==> config.mk <==
export PLATFORM = sky130hd
export DESIGN_NAME = count_capture_fifo
export DESIGN_NICKNAME = d
export VERILOG_FILES = /design/src/rtl/count_mon_pkg.sv /design/src/rtl/sync_fifo.sv /design/src/rtl/count_capture_fifo.sv
export SDC_FILE = /design/constraint.sdc
export NUM_CORES = 1
export LEC_CHECK = 0
export ABC_CLOCK_PERIOD_IN_PS = 5600
export BUFFER_PORTS_ARGS = -buffer_cell sky130_fd_sc_hd__buf_2
export CORE_MARGIN = 10
export CORE_UTILIZATION = 50
export CTS_CLUSTER_DIAMETER = 200
export DETAILED_ROUTE_END_ITERATION = 8
export PLACE_DENSITY = 0.7
export SYNTH_ARGS = -nofsm -noshare
export SYNTH_HDL_FRONTEND = slang
export SYNTH_HIERARCHICAL = 1
export SYNTH_SLANG_ARGS = --single-unit
export TNS_END_PERCENT = 50
==> constraint.sdc <==
create_clock -name clk -period 5.6 [get_ports clk]
set_input_delay 0.28 -clock clk [delete_from_list [all_inputs] [get_ports clk]]
set_output_delay 0.28 -clock clk [all_outputs]
set_load 0.03 [all_outputs]
==> src/rtl/count_mon_pkg.sv <==
// Shared defaults and snapshot layout for the counter capture monitor.
package count_mon_pkg;

    localparam int unsigned DEFAULT_CNT_W   = 4;
    localparam int unsigned DEFAULT_EPOCH_W = 4;
    localparam int unsigned DEFAULT_DEPTH   = 4;

    typedef struct packed {
        logic [DEFAULT_EPOCH_W-1:0] epoch;
        logic [DEFAULT_CNT_W-1:0]   count;
    } snap_t;

endpackage

==> src/rtl/sync_fifo.sv <==
// First-word fall-through synchronous FIFO; level is kept separately so that
// full and empty stay unambiguous when the pointers coincide.
module sync_fifo #(
    parameter int unsigned WIDTH = 8,
    parameter int unsigned DEPTH = 4
) (
    input  logic                       clk,
    input  logic                       reset,
    input  logic                       push,
    input  logic                       pop,
    input  logic [WIDTH-1:0]           wdata,
    output logic [WIDTH-1:0]           rdata,
    output logic                       full,
    output logic                       empty,
    output logic [$clog2(DEPTH):0]     level
);

    localparam int unsigned AW = $clog2(DEPTH);
    localparam int unsigned LW = AW + 1;

    logic [WIDTH-1:0] mem_q [DEPTH];
    logic [AW-1:0]    wptr_q, wptr_d;
    logic [AW-1:0]    rptr_q, rptr_d;
    logic [LW-1:0]    level_q, level_d;

    always_comb begin
        wptr_d  = wptr_q;
        rptr_d  = rptr_q;
        level_d = level_q;
        if (push) begin
            wptr_d = wptr_q + AW'(1);
        end
        if (pop) begin
            rptr_d = rptr_q + AW'(1);
        end
        if (push && !pop) begin
            level_d = level_q + LW'(1);
        end else if (pop && !push) begin
            level_d = level_q - LW'(1);
        end
    end

    // When full with push and pop together, wptr equals rptr: the departing
    // head's slot is reused for the new tail entry.
    always_ff @(posedge clk) begin
        if (reset) begin
            wptr_q  <= '0;
            rptr_q  <= '0;
            level_q <= '0;
            for (int i = 0; i < int'(DEPTH); i++) begin
                mem_q[i] <= '0;
            end
        end else begin
            wptr_q  <= wptr_d;
            rptr_q  <= rptr_d;
            level_q <= level_d;
            if (push) begin
                mem_q[wptr_q] <= wdata;
            end
        end
    end

    assign rdata = mem_q[rptr_q];
    assign level = level_q;
    assign full  = (level_q == LW'(DEPTH));
    assign empty = (level_q == '0);

endmodule

==> src/rtl/count_capture_fifo.sv <==
// Monitors an upstream counter, tracks wrap epochs and queues {epoch, count}
// snapshots on a capture strobe for a valid/ready consumer.
module count_capture_fifo
    import count_mon_pkg::*;
#(
    parameter int unsigned CNT_W   = DEFAULT_CNT_W,
    parameter int unsigned EPOCH_W = DEFAULT_EPOCH_W,
    parameter int unsigned DEPTH   = DEFAULT_DEPTH
) (
    input  logic                       clk,
    input  logic                       reset,
    input  logic [CNT_W-1:0]           cnt_in,
    input  logic                       capture,
    input  logic                       out_ready,
    input  logic                       clr_ovf,
    output logic                       out_valid,
    output logic [EPOCH_W+CNT_W-1:0]   out_data,
    output logic                       full,
    output logic                       empty,
    output logic [$clog2(DEPTH):0]     level,
    output logic                       overflow
);

    localparam int unsigned DW = EPOCH_W + CNT_W;

    logic [CNT_W-1:0]   cnt_q;
    logic [EPOCH_W-1:0] epoch_q, epoch_nxt;
    logic               ovf_q, ovf_d;
    logic               wrap, push, pop, drop;
    logic [DW-1:0]      snap;

    assign wrap      = (cnt_q == '1) && (cnt_in == '0);
    assign epoch_nxt = epoch_q + EPOCH_W'(wrap);
    assign snap      = {epoch_nxt, cnt_in};

    assign out_valid = !empty;
    assign pop       = out_valid && out_ready;
    assign push      = capture && (!full || pop);
    assign drop      = capture && full && !pop;

    // A drop in the same cycle as a clear keeps the flag set.
    always_comb begin
        ovf_d = ovf_q;
        if (drop) begin
            ovf_d = 1'b1;
        end else if (clr_ovf) begin
            ovf_d = 1'b0;
        end
    end

    always_ff @(posedge clk) begin
        if (reset) begin
            cnt_q   <= '0;
            epoch_q <= '0;
            ovf_q   <= 1'b0;
        end else begin
            cnt_q   <= cnt_in;
            epoch_q <= epoch_nxt;
            ovf_q   <= ovf_d;
        end
    end

    assign overflow = ovf_q;

    sync_fifo #(
        .WIDTH (DW),
        .DEPTH (DEPTH)
    ) u_fifo (
        .clk   (clk),
        .reset (reset),
        .push  (push),
        .pop   (pop),
        .wdata (snap),
        .rdata (out_data),
        .full  (full),
        .empty (empty),
        .level (level)
    );

endmodule

Word level (Yosys, flattened, before mapping). Memories as Yosys holds them, arrays and structs flattened. A register that Yosys moved wholly into a read port is not among the register bits. Index checks and enable logic that the tools add are counted.

Memories: 1. Input bits: 9. Logic and storage cells: 45. Memory bits (writable): 32. Flip-flop bits (word level): 16.

Muxes and demuxes: 14. $add $sub $neg: 5. Reductions and logical operators: 17. Equality and inequality tests: 2.

Memory list: u_fifo.mem_q (depth 4, bits a word 8, rd ports 1, clocked after memory_dff 1, write ports 4, RTL line sync_fifo.sv:21) `logic [WIDTH-1:0] mem_q [DEPTH];`.

Operator list (number): $mux 1 (8); $mux 8 (1); $reduce_or 8->1 (1); $logic_and 1x1->1 (7); $mux 2 (3); $mux 3 (2); $add 2x1->2 const B (2); $add 4x1->4 (1); $eq 4x4->1 const B (1); $logic_not 1->1 (4); $logic_not 4->1 (1); $reduce_bool 2->1 (2); $add 3x1->3 const B (1); $eq 3x3->1 const B (1); $logic_not 3->1 (1); $sub 3x1->3 const B (1); $logic_or 1x1->1 (1).

Longest topological paths before layout.
Word-level depth: 10. Depth in mapped cells: 10. Gate-level depth less buffers: 10.

Hierarchy. Netlist, hierarchy kept.

Modules (own cells, without submodules): sync_fifo (times used 1, cells each 120, area each 1819.2 um2); count_capture_fifo (times used 1, cells each 32, area each 332.8 um2).

Least setup slack after synthesis. OpenSTA, ideal clock, no wires.

Path kind: register to register. From: reg u_fifo.level_q[2] (netlist: u_fifo/level[2]). To: reg u_fifo.level_q[2] (netlist: u_fifo/level[2]). Setup slack: 2477 ps. Clock period less this slack: 3123 ps. Library setup time: 70 ps. Path buffers: 0. Cell stages (with the launch flop): 9. Arrival: 3053 ps. Cells stage by stage: dfxtp_1 > nor3b_1 > a21boi_0 > ha_1 > inv_1 > fa_1 > xor2_1 > or3_1 > a21oi_1.

Elaborated cells on any way between the ends: 16. Classes of those cells: add/sub: 2; eq/ne: 1; mux: 2; reduce/logical: 11.

RTL lines: from (decl) (RTL line sync_fifo.sv:24) `logic [LW-1:0] level_q, level_d;`; from (signal assigned) (RTL line sync_fifo.sv:56) `level_q <= level_d;`; $eq 3x3->1 * (RTL line sync_fifo.sv:65) `assign full = (level_q == LW'(DEPTH));`; net full (RTL line count_capture_fifo.sv:18) `output logic full,`; $logic_not 1->1 * (RTL line count_capture_fifo.sv:38) `assign push = capture && (!full || pop);`; $logic_or 1x1->1 * (RTL line count_capture_fifo.sv:38); $logic_and 1x1->1 * (RTL line count_capture_fifo.sv:38); net push (RTL line count_capture_fifo.sv:29) `logic wrap, push, pop, drop;`; $logic_not 1->1 (RTL line sync_fifo.sv:38) `end else if (pop && !push) begin`; $logic_and 1x1->1 (RTL line sync_fifo.sv:38); $reduce_bool 2->1 (no source line).

Mark *: on every way through the listed nets, which the timed path passes. The rest lies on a longest branch. The select of a mux whose other input is x is not followed. A chain may end at the register's enable or synchronous reset.

Final worst setup path.
From: reg u_fifo.level_q[0] (netlist: u_fifo/level[0]). To: reg u_fifo.level_q[2] (netlist: u_fifo/level[2]).

Longest elaborated chain between the ends: 8. Elaborated cells on any way between the ends: 16. Classes of those cells: add/sub: 2; eq/ne: 1; mux: 2; reduce/logical: 11.

Ends and longest elaborated chain: $logic_not 3->1 (RTL line sync_fifo.sv:66) `assign empty = (level_q == '0);`; $logic_not 1->1 (RTL line count_capture_fifo.sv:36) `assign out_valid = !empty;`; $logic_and 1x1->1 (RTL line count_capture_fifo.sv:37) `assign pop = out_valid && out_ready;`; $logic_or 1x1->1 * (RTL line count_capture_fifo.sv:38); $logic_and 1x1->1 * (RTL line count_capture_fifo.sv:38); net push (RTL line count_capture_fifo.sv:29); $logic_not 1->1 (RTL line sync_fifo.sv:38); $logic_and 1x1->1 (RTL line sync_fifo.sv:38); $reduce_bool 2->1 (no source line).

Marks and branches as above.

==> results <==
- The time the final worst path needs with I/O delays and setup is 3.03 ns.
- In this run the register-to-register setup slack is 2.57 ns.
- The average size of a mapped cell is around 14 um^2.
- The slew at the pin with the worst max-slew slack is 1.04 ns.
- For hold timing, the worst endpoint is cnt_q[1].
- Dividing the detail-routed via count by the number of cells gives roughly 5.5.
- Setup repair after global routing left no endpoint under its margin.
- Once detailed placement completed, the half-perimeter wirelength came to 2.86 mm.
- Pin placement for this block handled 24 I/O pins.
- The fraction of registers with async set/reset is 0.
- The sequential fraction of the synthesis area is 0.614.
- The top cell family by delay on the critical path is compound AO/OA/AOI/OAI gates.
- The synthesized design contains 32 enable-type register cells.
- In this run the cell area measured after placement is 0.00231 mm^2.
- The worst hold path was traced through 2 stages.
- The leftover overflow at the end of global routing is 0.
- The setup-violating endpoint count in the final report is 0.
- Data on the critical path is required at its endpoint by 5.83 ns.
- TritonCTS built the clock tree.
- The number of clock buffers added by TritonCTS is 5.
- The highest clock rate is 0.330 GHz.
- The max-slew headroom at the worst pin is 0.297.
- The number of global-route vias before repair is 1313.
- The startpoint identified for the worst hold timing path is cnt_in[1].
- Max-cap violations in this run came to 0.
- Clock tree synthesis selected as its root buffer the cell sky130_fd_sc_hd__clkbuf_8.
- The sort of element at the end of the critical path is a flip-flop.
- The cell count after synthesis came out at 152.
- The worst register-to-register path begins at u_fifo/level[0].
- The number of nets in the synthesized netlist is approximately 170.
- The proportion of layout cells with a drive suffix above 1 is 0.236.
- Summed over all cells, the static leakage comes to 0.947 nW.
- The detailed-route wire length is 4.12 mm.
- Across the routed clock network, the largest skew measured is 0.00692 ns.
- The number of logic stages on the critical path including buffering is 9.
- The antenna violation net count after detailed routing is 0.
- The path class of the tightest hold or removal check is in -> reg.
- The wire length of the first global-routing pass is 6.59 mm.
- At the later pin of the worst-skew pair, clock insertion delay measures 0.30 ns.
- Yosys printed 6 warnings.
- The synthesized netlist occupies a cell area of 0.00215 mm^2.
- The worst vdd rail ir drop is 0.000205 V.
- Walking the worst path, the cells encountered are nor3_1 -> nand2b_1 -> a21boi_0 -> ha_1 -> inv_1 -> fa_1 -> xor2_1 -> or3_1 -> a21oi_1.
- After clock tree synthesis, the flow added hold-fix buffers numbering 0.
- The starting density of the core is 0.527.
- Data on the critical path arrives at its endpoint at 3.26 ns.
- The number of setup buffers added after CTS is 0.
- In the layout the commonest cells are 32 x sky130_fd_sc_hd__and2_1, 32 x sky130_fd_sc_hd__edfxtp_1, 23 x sky130_fd_sc_hd__buf_2, 18 x sky130_fd_sc_hd__dfxtp_1, 9 x sky130_fd_sc_hd__nor2_1.
- After routing the design area is ~0.0024 mm^2.
- During placement, the flow inserted port buffers numbering 23.
- The per-cell routed wire length is 18.1 um.
- The routed layout has 1247 vias.
- Along the worst path, the maximum fanout reaches 7.
- In the synthesized netlist the dominant register cell turns out to be sky130_fd_sc_hd__edfxtp_1.
- The count of pins over their slew limit is 0.
- The number of endpoints with negative hold slack in the final report came to 0.
- The total number of nets in the final design is 191.
- The die covers ~0.0073 mm^2.
- The setup path with the least slack is of type reg -> reg.
- The floorplan has 23 rows.
- The number of buffers and inverters on the critical path is 1.
- The worst register-to-register path ends at u_fifo/level[2].
- Of the available clock period, the critical path in the final layout requires 0.541.
- The largest individual stage delay along the critical path comes from the cell sky130_fd_sc_hd__a21boi_0.
- The maximum level of the CTS H-tree is 2.
- CTS saw 50 sinks.
- The pin count of the biggest net entering global routing is 26.
- The area added between synthesis and finish is 10.7%.
- Post-CTS repair changed the size of 0 cells.
- The die is 85.6 um tall.
- The congestion estimate from routability-driven global placement came to between 0.8 and 0.9.
- In the global route stage, overall resource usage came out at 0.117.
- After synthesis the netlist holds a flip-flop and latch count of 50.
- The worst reg-to-reg path cell count is 9.
- The areal power density over the cells is 415 mW/mm^2.
- On the worst path, the slowest cell contributes a delay of 0.83 ns.
- The count of antenna diodes in the layout is 0.
- The total DRC errors in the routed layout is 0.
- The detailed router's first-iteration violation count is between 90 and 100.
- The core region is 0.00409 mm^2.
- The number of buffers on the longest clock path is 2.
- The first TritonRoute pass finished after 4 iterations.
- Measured along the x axis, the die boundary spans 85.6 um.
- The sort of element at the start of the critical path is a flip-flop.
- Summed over all failing endpoints, the final setup total negative slack is 0 ns.
- The initial antenna violation count is 0.
- After clock tree synthesis, the clock-pin slew on the worst setup and hold paths is roughly 0.08 ns.
- The run finished with clean final reports.
- The distinct cell type count of the synthesized netlist is 33.
## per-stage QoR
| step | hold slack (ns) | cells | total power, mW | util | worst slack [ns] |
|---|---|---|---|---|---|
| final | 0.253 | 228 | 0.988 | 0.583 | 2.57 |
| after global routing | 0.258 | 228 | 1.04 | 0.583 | 2.33 |
| after global placement | 0.470 | 221 | 0.795 | 0.564 | 2.81 |
| after floorplan | 0.352 | 152 | 0.723 | - | 2.48 |
| after detailed placement | 0.475 | 221 | 0.807 | 0.564 | 2.67 |
| after CTS | 0.246 | 228 | 0.999 | 0.583 | 2.60 |
## registers in the layout (all words and copies together) (netlist names), named ones only
| signal | flops |
|---|---|
| overflow | 1 |
| u_fifo/mem_q | 32 |
| u_fifo/rptr_q | 2 |
| cnt_q | 4 |
| epoch_q | 4 |
| u_fifo/level | 3 |
| u_fifo/wptr_q | 2 |
## cell usage after synthesis (2+ instances only)
master	n	area, um^2
sky130_fd_sc_hd__and2_1	32	200
sky130_fd_sc_hd__buf_4	2	15.0
sky130_fd_sc_hd__dfxtp_1	18	360
sky130_fd_sc_hd__edfxtp_1	32	961
sky130_fd_sc_hd__ha_1	3	37.5
sky130_fd_sc_hd__inv_1	5	18.8
sky130_fd_sc_hd__mux4_2	8	180
sky130_fd_sc_hd__nand2_1	3	11.3
sky130_fd_sc_hd__nor2_1	9	33.8
sky130_fd_sc_hd__nor2b_1	8	50.1
sky130_fd_sc_hd__nor3_4	2	32.5
sky130_fd_sc_hd__o21bai_1	3	22.5
sky130_fd_sc_hd__xnor2_1	3	26.3
sky130_fd_sc_hd__xor2_1	5	43.8
## worst max path at each step
stage	end	slack, ns	start
after floorplan	u_fifo/level[2]	2.48	u_fifo/level[2]
after global placement	u_fifo/level[2]	2.81	u_fifo/level[0]
after detailed placement	u_fifo/level[2]	2.67	u_fifo/level[0]
after CTS	u_fifo/level[2]	2.60	u_fifo/level[0]
final	u_fifo/level[2]	2.57	u_fifo/level[0]
after global routing	u_fifo/level[2]	2.33	u_fifo/level[0]
## area by class of cell
class | instances | area (um^2)
Inverter | 5 | 18.8
Clock buffer | 6 | 72.6
Sequential cell | 50 | 1320
Multi-Input combinational cell | 93 | 788
Fill cell | 338 | 1700
Tap cell | 50 | 62.6
Timing Repair Buffer | 23 | 115
Clock inverter | 1 | 3.75
## routing by layer
metal  global-route usage  routed length (um)  up-vias
li1                     -                   -      590
met1                0.126                1720      616
met2                0.203                2150       36
met3               0.0407                 193        5
met4               0.0464                  57        0
met5                    0                   0        -
## power by group
part	total, mW	switching (mW)	internal [mW]
sequential	0.492	0.0494	0.442
clock	0.192	0.108	0.0844
combinational	0.304	0.185	0.119
## kinds of logic (layout without fill, tap and decap cells)
group | count (synthesis) | count (layout) | synth area share
multiplexers | 9 | 9 | 0.0884
AO/OA/AOI/OAI | 8 | 8 | 0.0267
buffers and inverters | 9 | 35 | 0.0198
AND/OR/NAND/NOR | 64 | 64 | 0.192
flip-flops | 50 | 50 | 0.614
adder cells (fa/ha/maj) | 4 | 4 | 0.0267
XOR/XNOR | 8 | 8 | 0.0326
Power figures use the tool's default switching activity.
